[config.mk]
export PLATFORM = sky130hd
export DESIGN_NAME = multicycle_control_fsm
export DESIGN_NICKNAME = d
export VERILOG_FILES = /design/src/rtl/rv_ctrl_pkg.sv /design/src/rtl/alu_decoder.sv /design/src/rtl/multicycle_control_fsm.sv
export SDC_FILE = /design/constraint.sdc
export NUM_CORES = 1
export LEC_CHECK = 0
export BUFFER_PORTS_ARGS = -buffer_cell sky130_fd_sc_hd__buf_4
export CAP_MARGIN = 20
export CORE_ASPECT_RATIO = 1.75
export CORE_MARGIN = 1
export CORE_UTILIZATION = 30
export CTS_CLUSTER_SIZE = 40
export DETAILED_ROUTE_END_ITERATION = 16
export PLACE_DENSITY = 0.52
export SYNTH_ARGS = -nofsm -noshare
export SYNTH_HDL_FRONTEND = slang
export SYNTH_HIERARCHICAL = 1
export SYNTH_SLANG_ARGS = --single-unit
[constraint.sdc]
create_clock -name clk -period 2.84 [get_ports clk]
set_input_delay 0.142 -clock clk [delete_from_list [all_inputs] [get_ports clk]]
set_output_delay 0.142 -clock clk [all_outputs]
set_load 0.01 [all_outputs]
[src/rtl/rv_ctrl_pkg.sv]
// rv_ctrl_pkg: shared state, opcode and datapath-select encodings for the multicycle RV32I control unit
package rv_ctrl_pkg;
    typedef enum logic [3:0] {
        S_FETCH, S_DECODE, S_MEMADR, S_MEMRD, S_MEMWB, S_MEMWR, S_EXEC_R, S_MDWAIT,
        S_EXEC_I, S_ALUWB, S_BRANCH, S_JAL, S_JALR, S_LUI, S_TRAP
    } state_t;
    typedef enum logic [1:0] {AC_ADD, AC_SUB, AC_R, AC_I} alu_class_t;
    localparam logic [6:0] OP_LOAD = 7'b0000011, OP_STORE = 7'b0100011, OP_R = 7'b0110011,
                           OP_IMM = 7'b0010011, OP_BRANCH = 7'b1100011, OP_JAL = 7'b1101111,
                           OP_JALR = 7'b1100111, OP_LUI = 7'b0110111, OP_AUIPC = 7'b0010111;
    localparam logic [4:0] ALU_ADD = 5'b00000, ALU_SUB = 5'b00001, ALU_AND = 5'b00010, ALU_OR = 5'b00011,
                           ALU_XOR = 5'b00100, ALU_SLL = 5'b00101, ALU_SRL = 5'b00110, ALU_SRA = 5'b00111,
                           ALU_SLT = 5'b01000, ALU_SLTU = 5'b01001;
    localparam logic [2:0] IMM_I = 3'b000, IMM_S = 3'b001, IMM_B = 3'b010, IMM_J = 3'b011, IMM_U = 3'b100;
    localparam logic [1:0] RES_ALUOUT = 2'b00, RES_DATA = 2'b01, RES_ALURESULT = 2'b10, RES_IMM = 2'b11;
    localparam logic [1:0] SRCA_PC = 2'b00, SRCA_OLDPC = 2'b01, SRCA_REG = 2'b10;
    localparam logic [1:0] SRCB_REG = 2'b00, SRCB_IMM = 2'b01, SRCB_FOUR = 2'b10;
    function automatic logic [2:0] imm_src(input logic [6:0] op);
        return op == OP_STORE ? IMM_S : op == OP_BRANCH ? IMM_B : op == OP_JAL ? IMM_J :
               (op == OP_LUI || op == OP_AUIPC) ? IMM_U : IMM_I;
    endfunction
endpackage

[src/rtl/alu_decoder.sv]
// alu_decoder: maps instruction class and function fields to the ALU operation code
module alu_decoder
    import rv_ctrl_pkg::*;
#(
    parameter bit EN_M = 1'b0
) (
    input  alu_class_t  alu_class,
    input  logic        op_r,
    input  logic [2:0]  funct3,
    input  logic        funct7b5,
    input  logic        funct7b0,
    output logic [4:0]  alu_control,
    output logic        m_op,
    output logic        m_illegal
);
    logic [4:0] base;
    always_comb begin
        m_op = op_r && funct7b0 && EN_M;
        m_illegal = op_r && funct7b0 && !EN_M;
        case (funct3)
            3'b000:  base = (alu_class == AC_R && funct7b5) ? ALU_SUB : ALU_ADD;
            3'b001:  base = ALU_SLL;
            3'b010:  base = ALU_SLT;
            3'b011:  base = ALU_SLTU;
            3'b100:  base = ALU_XOR;
            3'b101:  base = funct7b5 ? ALU_SRA : ALU_SRL;
            3'b110:  base = ALU_OR;
            default: base = ALU_AND;
        endcase
        alu_control = alu_class == AC_ADD ? ALU_ADD : alu_class == AC_SUB ? ALU_SUB :
                      (alu_class == AC_R && m_op) ? {2'b10, funct3} : base;
    end
endmodule

[src/rtl/multicycle_control_fsm.sv]
// multicycle_control_fsm: sequences RV32I instructions through the shared-ALU multicycle datapath
module multicycle_control_fsm
    import rv_ctrl_pkg::*;
#(
    parameter bit MEM_HANDSHAKE   = 1'b1,
    parameter bit EN_M            = 1'b0,
    parameter bit TRAP_ON_ILLEGAL = 1'b1
) (
    input  logic       clk,
    input  logic       rst,
    input  logic [6:0] op,
    input  logic [2:0] funct3,
    input  logic       funct7b5,
    input  logic       funct7b0,
    input  logic       Zero,
    input  logic       LessSigned,
    input  logic       LessUnsigned,
    input  logic       MemReady,
    input  logic       MulDivDone,
    output logic       PCUpdate,
    output logic       AdrSrc,
    output logic       MemRead,
    output logic       MemWrite,
    output logic       IRWrite,
    output logic       RegWrite,
    output logic [1:0] ResultSrc,
    output logic [1:0] ALUSrcA,
    output logic [1:0] ALUSrcB,
    output logic [4:0] ALUControl,
    output logic [2:0] ImmSrc,
    output logic       MulDivStart,
    output logic       IllegalInstr,
    output logic       Busy
);
    state_t state, nxt;
    alu_class_t alu_class;
    logic rdy, cond, taken, illegal, m_op, m_illegal;
    logic [4:0] alu_code;

    alu_decoder #(.EN_M(EN_M)) u_dec (
        .alu_class   (alu_class),
        .op_r        (op == OP_R),
        .funct3      (funct3),
        .funct7b5    (funct7b5),
        .funct7b0    (funct7b0),
        .alu_control (alu_code),
        .m_op        (m_op),
        .m_illegal   (m_illegal)
    );

    always_comb begin
        rdy = MEM_HANDSHAKE ? MemReady : 1'b1;
        cond = funct3[2] ? (funct3[1] ? LessUnsigned : LessSigned) : Zero;
        taken = (cond ^ funct3[0]) && funct3[2:1] != 2'b01;
        illegal = !(op inside {OP_LOAD, OP_STORE, OP_R, OP_IMM, OP_BRANCH, OP_JAL, OP_JALR, OP_LUI, OP_AUIPC}) ||
                  (op == OP_BRANCH && funct3[2:1] == 2'b01) || m_illegal;
        alu_class = (state == S_EXEC_R || state == S_MDWAIT) ? AC_R : state == S_EXEC_I ? AC_I :
                    state == S_BRANCH ? AC_SUB : AC_ADD;
    end

    always_comb begin
        nxt = state;
        case (state)
            S_FETCH:  nxt = rdy ? S_DECODE : S_FETCH;
            S_DECODE: nxt = illegal ? (TRAP_ON_ILLEGAL ? S_TRAP : S_FETCH) :
                            (op == OP_LOAD || op == OP_STORE) ? S_MEMADR : op == OP_R ? S_EXEC_R :
                            op == OP_IMM ? S_EXEC_I : op == OP_BRANCH ? S_BRANCH : op == OP_JAL ? S_JAL :
                            op == OP_JALR ? S_JALR : op == OP_LUI ? S_LUI : S_ALUWB;
            S_MEMADR: nxt = op == OP_LOAD ? S_MEMRD : S_MEMWR;
            S_MEMRD:  nxt = rdy ? S_MEMWB : S_MEMRD;
            S_MEMWR:  nxt = rdy ? S_FETCH : S_MEMWR;
            S_EXEC_R: nxt = (m_op && !MulDivDone) ? S_MDWAIT : S_ALUWB;
            S_MDWAIT: nxt = MulDivDone ? S_ALUWB : S_MDWAIT;
            S_EXEC_I: nxt = S_ALUWB;
            S_JALR:   nxt = S_JAL;
            S_JAL:    nxt = S_ALUWB;
            S_TRAP:   nxt = S_TRAP;
            default:  nxt = S_FETCH;
        endcase
    end

    always_ff @(posedge clk) begin
        if (rst) begin
            state <= S_FETCH;
            IllegalInstr <= 1'b0;
        end else begin
            state <= nxt;
            if (nxt == S_TRAP) IllegalInstr <= 1'b1;
        end
    end

    always_comb begin
        PCUpdate = 1'b0;
        AdrSrc = 1'b0;
        MemRead = 1'b0;
        MemWrite = 1'b0;
        IRWrite = 1'b0;
        RegWrite = 1'b0;
        MulDivStart = 1'b0;
        ResultSrc = RES_ALUOUT;
        ALUSrcA = SRCA_PC;
        ALUSrcB = SRCB_REG;
        ALUControl = alu_code;
        ImmSrc = imm_src(op);
        Busy = state != S_TRAP;
        case (state)
            S_FETCH: begin
                MemRead = 1'b1;
                IRWrite = rdy;
                PCUpdate = rdy;
                ALUSrcB = SRCB_FOUR;
                ResultSrc = RES_ALURESULT;
            end
            S_DECODE: begin
                ALUSrcA = SRCA_OLDPC;
                ALUSrcB = SRCB_IMM;
            end
            S_MEMADR, S_EXEC_I, S_JALR: begin
                ALUSrcA = SRCA_REG;
                ALUSrcB = SRCB_IMM;
            end
            S_MEMRD: begin
                AdrSrc = 1'b1;
                MemRead = 1'b1;
            end
            S_MEMWB: begin
                ResultSrc = RES_DATA;
                RegWrite = 1'b1;
            end
            S_MEMWR: begin
                AdrSrc = 1'b1;
                MemWrite = 1'b1;
            end
            S_EXEC_R: begin
                ALUSrcA = SRCA_REG;
                MulDivStart = m_op;
            end
            S_MDWAIT: ALUSrcA = SRCA_REG;
            S_BRANCH: begin
                ALUSrcA = SRCA_REG;
                PCUpdate = taken;
            end
            S_ALUWB: RegWrite = 1'b1;
            S_LUI: begin
                ResultSrc = RES_IMM;
                RegWrite = 1'b1;
            end
            S_JAL: begin
                PCUpdate = 1'b1;
                ALUSrcA = SRCA_OLDPC;
                ALUSrcB = SRCB_FOUR;
            end
            default: ;
        endcase
        if (rst) begin
            {PCUpdate, AdrSrc, MemRead, MemWrite, IRWrite, RegWrite, MulDivStart} = '0;
            {ResultSrc, ALUSrcA, ALUSrcB, ALUControl, ImmSrc} = '0;
        end
    end
endmodule

==> run summary, run 1 <==
The run finished with clean final reports. Once detail routing completed, the nets flagged for antenna violations numbered 0. Across the routed clock network, the largest skew measured is 5.48 ps. In this run the power density over the cells is 745 nW/um^2. In this run the vertical extent of the chip is 81.6 um. The period utilization works out to 0.842.

Once placement finished, the instance area stood at 1370 um^2. For this run the aggregate overflow at the end of global routing stands at 0. STA classifies the critical path endpoint as an output port.

Counting every instance in the synthesized netlist gives 159. A synthesized cell averages 6.84 um^2. After detailed routing, the number of vias per cell comes to 5.69. The total detailed-routing wirelength is 3550 um, and the maximum single-stage delay on the critical path is 770 ps. The mux contribution to synthesized area is 0.0276, and the worst slew margin relative to its limit is 0.525. For the number of buffers inserted during clock tree synthesis, the log shows 3. After clock tree synthesis, the clock-pin slew on the worst setup and hold paths is 40 ps. The finished cells cover 1420 um^2. The initial antenna violation count was 0. sky130_fd_sc_hd__dfxtp_1 takes more of the synthesized area than any other cell. Largest family of logic cells by synthesized area: simple AND/OR/NAND/NOR gates.

In the final timing run, aggregate negative setup slack is 0 ps. Yosys mapped a number of flops with a built-in enable equal to 0. At the later pin of the worst-skew pair, clock insertion delay measures 220 ps. The compound-gate portion of the synthesized area came out at 0.289.

Data on the critical path arrives at its endpoint at 2250 ps. The number of hold buffers added after cts was 0. Worst min-delay path class: in -> reg. The data required time at the worst endpoint is 2700 ps, and the number of global-route vias before repair is 1269. Traced cell by cell, the critical path runs through nor2b_1, a22o_1, nor2_1, a31oi_1, nor2b_1, buf_4. The final number of hold-violating endpoints was 0. By area the synthesized netlist is led by sky130_fd_sc_hd__dfxtp_1 (9.2%), sky130_fd_sc_hd__nor2b_1 (6.9%), sky130_fd_sc_hd__nor2_1 (5.9%). The first detailed-routing pass ran for 4 iterations. Setup repair after global routing left no endpoint under its margin. After the first detailed-routing iteration, the DRC count stood at 46. IR analysis of the VDD net gives a maximum drop of 0.000319 V. The root cell of the clock tree was sky130_fd_sc_hd__clkbuf_8. Gates resized during post-CTS repair numbered 0.

The first global-routing pass estimated 5840 um of wire. Final number of max-transition violations: 0. The tools report the number of clock sinks as 5.

The HPWL after detailed placement is 2780 um. The clock passes through at most 2 buffers. The mean routed wirelength per cell was 15.1 um; the sequential cell area fraction in the yosys report was 0.0921.

The run gives 6 as the count of warnings emitted by yosys. The die covers 3880 um^2. The level count of the clock H-tree is 1. After synthesis, the netlist uses 60 different library cells.

Among all flip-flop cells after synthesis, the most frequent one is sky130_fd_sc_hd__dfxtp_1. The number of antenna diodes in the final layout is 0. For the count of buffers added by post-CTS timing repair for setup, the log shows 0.

The type of the setup path with the least slack was reg -> out. The cell area that synthesis handed to floorplanning was 1090 um^2. The simple-gate share of the synthesized area came out at 0.479. The tools report the maximum clock frequency as 0.418 GHz. At the end of routability-driven placement, the weighted congestion stood at 0.807. For this run, design rule violations remaining after detail routing come to 0. The run gives 0.202 as the overall track demand over capacity in global routing.

The number of port buffers came out at 39. The slew of the pin with the lowest slew margin was 712 ps; the starting density of the core was 0.317. Grouping stages by cell kind, the critical path spends the most delay in flip-flops. For this design, the slowest cell found on the critical path is sky130_fd_sc_hd__dfxtp_1. The share of cells above drive strength 1 works out to 0.293.

The proportion of netlist area held by the largest area contributor is 0.0921, and the core area is 3430 um^2. Along the worst path, the maximum fanout reaches 19. Overall power consumption after layout is estimated at 1050 uW.

TritonCTS built the clock tree. Hold timing on the final database bottoms out at a slack of 359 ps. The synthesized design contains 5 register bits. The routed via count was 1343; the net count of the finished layout was 211.

Count of final setup violators: 0. The worst setup path is launched from a register. The die is 47.5 um wide.

For the pin count of the biggest net entering global routing, the log shows 23. The xor and xnor area share after synthesis was 0.0242; the leakage power figure was 0.000571 uW. The clock period minus final worst setup slack is 2390 ps.

The count of pins on the block boundary was 42. The number of violations of the max-capacitance limit was 0. The run gives 28 as the row count. The number of buffer and inverter instances along the worst setup path is 1, and the layout-stage area growth over the synthesis result is 30.1%. By instance count, the cell type seen most on the critical path is sky130_fd_sc_hd__nor2b_1.

The area share of fa/ha/maj cells after synthesis came out at 0. The fraction of registers with async set or reset after synthesis is 0.
==> final timing paths <==
check,start,endpoint,slack (ps),cells past startpoint
min reg2reg,IllegalInstr,IllegalInstr,470,2
max,state[2],ALUControl[0],450,6
min,rst,IllegalInstr,360,3
max reg2reg,state[2],IllegalInstr,830,5
==> stage by stage <==
step                std cells  utilization  setup WS [ps]
detailed placement        232        0.399            739
global route              236        0.412            268
floorplan                 160            -           1320
global placement          232        0.399            758
finish                    236        0.412            449
CTS                       236        0.412            499
==> worst register-to-register path: stages (launching register included) <==
cell	delay, ps
sky130_fd_sc_hd__dfxtp_1	770
sky130_fd_sc_hd__nor2b_1	500
sky130_fd_sc_hd__a21oi_1	160
sky130_fd_sc_hd__o21ai_0	210
sky130_fd_sc_hd__a41o_1	200
sky130_fd_sc_hd__o41ai_2	60
==> layout make-up <==
class | instances | area [um^2]
Clock buffer | 4 | 45.0
Fill cell | 388 | 2020
Inverter | 4 | 15.0
Multi-Input combinational cell | 138 | 898
Sequential cell | 5 | 100
Tap cell | 45 | 56.3
Timing Repair Buffer | 40 | 300
==> synth_stat cells (all sizes together) (3+ instances only) <==
cell type   n
dfxtp       5
nand2      13
inv         4
nand2b      7
nor3        5
nor2       18
nor2b      14
nand3      10
mux2i       3
o21ai       4
a21oi       8
nor4        5
and2        3
buf        11
==> flip-flops by register name (all words and copies together), names as in the netlist <==
register      flops
state             4
IllegalInstr      1
==> cell families (layout without fill, tap and decap cells) <==
group | Yosys count | count (layout)
simple gates | 90 | 90
buf+inv | 17 | 48
compound gates | 40 | 40
flops | 5 | 5
xor+xnor | 3 | 3
mux | 3 | 3
other cells | 1 | 2
==> routing by layer <==
| metal | wire (um) | vias to the layer above | track usage |
|---|---|---|---|
| li1 | - | 645 | - |
| met1 | 1300 | 644 | 0.210 |
| met4 | 65 | 0 | 0.0600 |
| met3 | 115 | 8 | 0.0132 |
| met5 | 0 | - | 0 |
| met2 | 2080 | 46 | 0.395 |
==> power by group <==
group	internal [uW]	leakage [uW]	total, uW	switching [uW]
Combinational	325	0.000507	709	384
Clock	96.5	0.0000228	133	36.8
Sequential	95.9	0.0000408	212	116
Total	517	0.000571	1050	537
==> placed cells by master (no fill, tap or decap), types with 3 or more instances in the layout <==
| master | n |
|---|---|
| sky130_fd_sc_hd__mux2i_1 | 3 |
| sky130_fd_sc_hd__nor4_1 | 4 |
| sky130_fd_sc_hd__nand2b_1 | 6 |
| sky130_fd_sc_hd__dfxtp_1 | 5 |
| sky130_fd_sc_hd__a21oi_1 | 7 |
| sky130_fd_sc_hd__nor2_1 | 17 |
| sky130_fd_sc_hd__inv_1 | 3 |
| sky130_fd_sc_hd__nand2_1 | 13 |
| sky130_fd_sc_hd__nand3_1 | 10 |
| sky130_fd_sc_hd__nor2b_1 | 12 |
| sky130_fd_sc_hd__buf_4 | 40 |
| sky130_fd_sc_hd__o21ai_0 | 4 |
| sky130_fd_sc_hd__clkbuf_8 | 3 |
| sky130_fd_sc_hd__nor3_1 | 5 |
| sky130_fd_sc_hd__and2_1 | 3 |
Note: power is estimated with default switching activity, not from simulation.
==> run 2: changes to the inputs <==
--- a/config.mk
+++ b/config.mk
@@ -12,7 +12,7 @@
 export CORE_UTILIZATION = 30
 export CTS_CLUSTER_SIZE = 40
 export DETAILED_ROUTE_END_ITERATION = 16
-export PLACE_DENSITY = 0.52
+export PLACE_DENSITY = 0.53
 export SYNTH_ARGS = -nofsm -noshare
 export SYNTH_HDL_FRONTEND = slang
 export SYNTH_HIERARCHICAL = 1
==> constraint.sdc (replaced) <==
create_clock -name clk -period 2 [get_ports clk]
set_input_delay 0.1 -clock clk [delete_from_list [all_inputs] [get_ports clk]]
set_output_delay 0.1 -clock clk [all_outputs]
set_load 0.01 [all_outputs]
==> run summary, run 2 (synthesis gave the netlist of run 1 again) <==
The maximum fanout along the worst path works out to 16 (-3). Based on the critical path, the design can be clocked at up to 0.536 GHz. The tools report the pin count of the biggest net entering global routing as 23 (unchanged). The number of inserted diodes is 0 (unchanged), and the count of pins on the block boundary is 42 (unchanged).

The number of hold buffers added after cts was 0 (unchanged). In the layout the commonest cells are sky130_fd_sc_hd__buf_4 (51), sky130_fd_sc_hd__nor2_1 (17), sky130_fd_sc_hd__nand2_1 (13). The run gives 0 (unchanged) as the number of violations of the max-capacitance limit. The worst setup slack after layout is 135 ps (-315 ps), and the filler-free cell count of the finished design is 247 (+4.7%). The run gives 4 (unchanged) as the first-pass iteration count of the detailed router.

The worst hold path begins at MulDivDone. The height of the die was 81.6 um (unchanged); the post-route total power was 1660 uW (+58%). The root cell of the clock tree is sky130_fd_sc_hd__clkbuf_8. The final number of max-transition violations came out at 0 (unchanged).

The count of buffers added by post-CTS timing repair for setup is 0 (unchanged). The routed via count divided by cell count was 5.39 (-5.3%). Maximum single-stage delay on the critical path: 510 ps (-260 ps). For the setup clock skew after layout, the log shows 1.18 ps (-4.31 ps).

The run gives 0 (unchanged) as the final number of hold-violating endpoints. Power per unit of standard cell area: 1100 nW/um^2 (+48%). The period utilization is 0.933.

Cell count after placement: 243 (+4.7%). The worst hold path depth was 4 (+1). The detailed placer's ending HPWL is 2830 um (+1.8%), and the share of cells above drive strength 1 is 0.351 (+0.0583). The data required time at the worst endpoint was 1900 ps (-800 ps). The worst setup path is launched from a register.

The worst-case vdd ir drop was 0.000458 V (+44%). The flip-flop count of the largest register, all copies and words added is 4 (unchanged). Count of final setup violators: 0 (unchanged). The tools report the kind of end point of the critical path as an output port.

The die extent in x is 47.5 um (unchanged), and the row count is 28 (unchanged). The capture point of the worst reg-to-reg path was IllegalInstr. Number of cells on the worst reg-to-reg path: 6 (+1). The flow ran to the end, and the final reports show no timing, DRC or antenna violations. The level count of the clock H-tree is 1 (unchanged). The run gives 0 (unchanged) as the number of nets with antenna violations after detailed routing. The total die area is 3880 um^2 (unchanged), and the routed via count is 1331 (-0.89%). The total congestion overflow is 0 (unchanged), and the number of clock sinks is 5 (unchanged). The tools report the slack of the worst reg-to-reg path as 320 ps (-510 ps).

The total detailed-routing wirelength is 3590 um (+0.87%). The register with the most flip-flops in the final layout is state. The overall track demand over capacity in global routing is 0.195 (-0.00612). The tools report the worst-case setup slack after placement as 119 ps (-620 ps).

For the number of buffers inserted during clock tree synthesis, the log shows 3 (unchanged). Setup repair after global routing left no endpoint under its margin. The core area is 3430 um^2 (unchanged).

The number of port buffers works out to 39 (unchanged). The global-route wire length before repair is 5510 um (-5.7%). The logs give 316 ps (-43.7 ps) for the worst hold slack across all endpoints and 0.830 (+2.9%) for the weighted congestion reported at the end of routability-driven placement. Cell type of the slowest stage on the worst timing path: sky130_fd_sc_hd__dfxtp_2. The critical path in this run is classified as reg -> out.

The run gives 0.317 (unchanged) as the starting density of the core. The commonest non-fill, non-tap cell in the layout was sky130_fd_sc_hd__buf_4. The clock-pin slew on the worst setup and hold paths was 40 ps (about the same); the setup TNS after final layout was 0 ps (unchanged). The path with the worst hold slack has its endpoint at state[3]. For the number of global-route vias before repair, the log shows 1263 (-0.47%). The final routed DRC violation total is 0 (unchanged). The initial antenna violation count is 0 (unchanged), and the layout-stage area growth over the synthesis result is 38.5%.

Tracing the worst setup path back leads to its startpoint at state[3]. TritonCTS built the clock tree. The critical path goes through inv_2, nor3_1, nor3b_1, o21bai_1, a31oi_1, nor2b_1, buf_4. For the finished layout, the period the worst path requires is 1870 ps.

The run gives 38 (-17%) as the first-iteration detailed-routing DRC count. The tools report the leakage power figure as 0.000627 uW (+9.9%). The logs give 222 (+5.2%) for the net count of the finished layout and 2 (unchanged) for the number of buffers on the longest clock path.

The insertion delay to the later sink of the worst-skew pair came out at 220 ps (about the same). Worst min-delay path class: in -> reg. The mean routed wirelength per cell works out to 14.5 um (-3.6%). In the final layout, the registers with the most flip-flops are state: 4 flops, IllegalInstr: 1 flops. Startpoint of the worst-slack reg-to-reg timing path: state[0]. The run gives 1770 ps (-480 ps) as the worst path arrival time.
## run 2: changes by cell type in the layout (fill, tap and decap cells not counted), sizes merged
cell and delta:
buf +11
## run 2: final cells by class
cell class	instances	area, um^2
Clock buffer	4	45.0
Fill cell	378	1930
Inverter	4	15.0
Multi-Input combinational cell	138	903
Sequential cell	5	104
Tap cell	45	56.3
Timing Repair Buffer	51	383
## run 2: report_power, final
| part | switching, uW | internal [uW] |
|---|---|---|
| Clock | 52.5 | 137 |
| Combinational | 617 | 594 |
| Sequential | 120 | 142 |
| Total | 789 | 873 |
## run 2: what timing repair did
item | 4_1_cts | 5_1_grt
setup endpoints to repair | 3 | 5
pin swaps | 0 | 0
resized for setup | 1 | 3
## run 2: worst max path at each step
stage	to	slack [ps]	cells after the start
2_1_floorplan	ALUControl[0]	520	7
3_3_place_gp	PCUpdate	200	6
3_5_place_dp	IllegalInstr	120	6
4_1_cts	ALUControl[0]	40	6
5_1_grt	ALUControl[0]	50	7
6_report	ALUControl[0]	130	7
## run 2: per-stage QoR
stage               area, um^2   util
floorplan                 1090      -
global placement          1450  0.423
global route              1510  0.439
CTS                       1500  0.437
detailed placement        1450  0.423
finish                    1510  0.439
## run 2: critical path: cells and delay by family (launching register included)
kind            cells  cell delay, ps
buf+inv             2             300
flops               1             510
simple gates        3             490
compound gates      2             230
## run 2: per-layer routing
layer  part of all wire  wire length, um  global-route usage  vias up
li1                   -                -                   -      671
met1               0.40             1420               0.202      615
met2               0.55             1970               0.373       37
met3              0.026               93              0.0176        8
met4              0.030              106              0.0771        0
met5                  0                0                   0        -
==> run 3: changes to the inputs <==
--- a/config.mk
+++ b/config.mk
@@ -12,7 +12,6 @@
 export CORE_UTILIZATION = 30
 export CTS_CLUSTER_SIZE = 40
 export DETAILED_ROUTE_END_ITERATION = 16
-export PLACE_DENSITY = 0.53
 export SYNTH_ARGS = -nofsm -noshare
 export SYNTH_HDL_FRONTEND = slang
 export SYNTH_HIERARCHICAL = 1
==> run summary, run 3 (synthesis gave the netlist of run 1 again) <==
The run finished with clean final reports. The starting density of the core is 0.317 (unchanged), and the insertion delay to the later sink of the worst-skew pair is 220 ps (about the same). The overall track demand over capacity in global routing is 0.181 (-0.0148), and the count of pins on the block boundary is 42 (unchanged).

The first-iteration detailed-routing DRC count is 32 (-16%). The number of nets with antenna violations after detailed routing was 0 (unchanged). The worst-case vdd ir drop is 0.000454 V (-0.86%). The tightest min-delay check is of the in -> reg type.

The row count came out at 28 (unchanged). Cell count after placement: 243 (unchanged). The final design utilization is 0.438 (about the same), and the maximum clock frequency is 0.547 GHz (+2.1%).

Worst setup slack after layout: 172 ps (+37.7 ps). The share of cells above drive strength 1 is 0.356 (+0.00495), and the area of all placed cells without fillers is 1510 um^2 (about the same). For the total congestion overflow, the log shows 0 (unchanged). The final number of hold-violating endpoints is 0 (unchanged), and the mean routed wirelength per cell is 13.1 um (-9.7%). The critical path's most frequent cell is sky130_fd_sc_hd__buf_4.

The pin count of the biggest net entering global routing is 23 (unchanged). The run gives 1730 ps (-40 ps) as the worst path arrival time. Placed standard-cell area: 1450 um^2 (unchanged). The routed via count is 1314 (-1.3%), and the maximum single-stage delay on the critical path is 370 ps (-140 ps). For the number of buffers on the longest clock path, the log shows 2 (unchanged).

Leakage power figure: 0.000629 uW (+0.28%). The tools report the net count of the finished layout as 222 (unchanged). The total die area came out at 3880 um^2 (unchanged).

The clock-pin slew on the worst setup and hold paths was 30 ps (about the same). The largest registers in the layout are state: 4 flops, IllegalInstr: 1 flops. Broken down by cell family, the worst path's largest delay share belongs to flip-flops. Worst-case setup slack after placement: 192 ps (+73.6 ps).

The root cell of the clock tree was sky130_fd_sc_hd__clkbuf_8. STA classifies the critical path startpoint as a register. For the final routed DRC violation total, the log shows 0 (unchanged).

The number of hold buffers added after cts is 0 (unchanged), and the global-route wire length before repair is 5300 um (-3.8%). The met2 track utilization from global routing was 0.342 (-0.0301). Power per unit of standard cell area: 1070 nW/um^2 (-2.6%).

Cell type of the slowest stage on the worst timing path: sky130_fd_sc_hd__dfxtp_2. The tools report the first-pass iteration count of the detailed router as 4 (unchanged). The count of buffers added by post-CTS timing repair for setup is 0 (unchanged), and the die extent in x is 47.5 um (unchanged).

The detailed placer's ending HPWL is 2590 um (-8.2%), and the clock period minus final worst setup slack is 1830 ps (-37.7 ps). Counting flops per register, the top entry is state. The global-route layer with the greatest usage is met2. The number of buffer and inverter instances along the worst setup path works out to 2 (unchanged).

The count of final setup violators is 0 (unchanged), and the number of violations of the max-capacitance limit is 0 (unchanged). The logs give 0 ps (unchanged) for the setup TNS after final layout and 290 ps (-30 ps) for the slack of the worst reg-to-reg path. Period utilization: 0.914 (-0.0189).

TritonCTS built the clock tree. The worst setup path is of the reg -> out kind. The total detailed-routing wirelength is 3240 um (-9.7%). The critical path goes through buf_4, nor2b_4, nand4b_1, mux2i_1, o211ai_1, a211oi_1, buf_4. The final number of max-transition violations is 0 (unchanged), and the level count of the clock H-tree is 1 (unchanged). For the met1 global-route usage, the log shows 0.203 (+0.00159). The number of inserted diodes is 0 (unchanged), and the filler-free cell count of the finished design is 247 (unchanged).

The logs give 5 (unchanged) for the number of clock sinks and 0.840 (+1.2%) for the weighted congestion reported at the end of routability-driven placement. The tools report the initial antenna violation count as 0 (unchanged). The tools report the startpoint of the most critical setup path as state[0].

The launch instance of the worst min-delay path was rst. Setup repair after global routing left no endpoint under its margin. The layout-stage area growth over the synthesis result works out to 38.4% (about the same). The number of global-route vias before repair is 1227 (-2.9%). The flip-flop count of the largest register, all copies and words added came out at 4 (unchanged).

The worst register-to-register path begins at state[0]. The maximum fanout along the worst path is 10 (-6). The kind of end point of the critical path is an output port.

The routed via count divided by cell count was 5.32 (-1.3%); the number of buffers inserted during clock tree synthesis was 3 (unchanged). The library cell used most frequently in the layout, excluding fill and tap cells, is sky130_fd_sc_hd__buf_4. The met3 demand-to-capacity share in global routing was 0.0132 (-0.00440); the core area was 3430 um^2 (unchanged). The top cell types in the final layout, fill and taps aside, are sky130_fd_sc_hd__buf_4 (51), sky130_fd_sc_hd__nor2_1 (16), sky130_fd_sc_hd__nand2_1 (13). The height of the die was 81.6 um (unchanged). The number of port buffers is 39 (unchanged). The setup clock skew after layout was 0.808 ps (-0.369 ps).

The run gives 1900 ps (about the same) as the data required time at the worst endpoint.
==> run 3: changes by cell type in the layout (fill, tap and decap cells not counted) <==
cell and change:
sky130_fd_sc_hd__dfxtp_1 -1, sky130_fd_sc_hd__nor2_2 +1, sky130_fd_sc_hd__nor2_1 -1, sky130_fd_sc_hd__dfxtp_2 +1
sky130_fd_sc_hd__a211oi_1 +1, sky130_fd_sc_hd__a211oi_2 -1
==> run 3: final cells by class <==
cell class	count	area [um^2]
fillers	384	1930
multi-input cells	138	901
repair buffers	51	383
flip-flops and latches	5	105
well taps	45	56.3
clock buffers	4	45.0
inverters	4	15.0
==> run 3: path summary, 6_finish.rpt <==
check                               endpoint  cells after the start
worst min-delay path            IllegalInstr                      3
worst max register to register  IllegalInstr                      6
worst max-delay path                PCUpdate                      7
worst min register to register  IllegalInstr                      2
==> run 3: layer usage <==
| metal | share of wire | wire length, um |
|---|---|---|
| met1 | 0.39 | 1270 |
| met2 | 0.57 | 1860 |
| met3 | 0.026 | 85 |
| met4 | 0.0065 | 21 |
| met5 | 0 | 0 |
==> run 3: timing repair <==
item	4_1_cts	5_1_grt
endpoints found under the setup margin	0	4
endpoints found under the hold margin	0	0
resized for setup	0	5
==> run 3: where the power goes <==
| group | switching, uW | internal, uW | total, uW |
|---|---|---|---|
| clock | 48.1 | 137 | 185 |
| sequential | 109 | 145 | 254 |
| combinational | 608 | 570 | 1180 |
==> run 3: metrics by stage <==
stage / power [uW] / hold WS [ps]
detailed placement: 1410 / 469
finish: 1620 / 318
global placement: 1420 / 461
floorplan: 977 / 277
global route: 1770 / 348
CTS: 1610 / 324
==> run 3: worst min-delay path, cell delays in order <==
cell                       delay (ps)
sky130_fd_sc_hd__buf_4            190
sky130_fd_sc_hd__nand2b_1         170
sky130_fd_sc_hd__o41ai_2           40
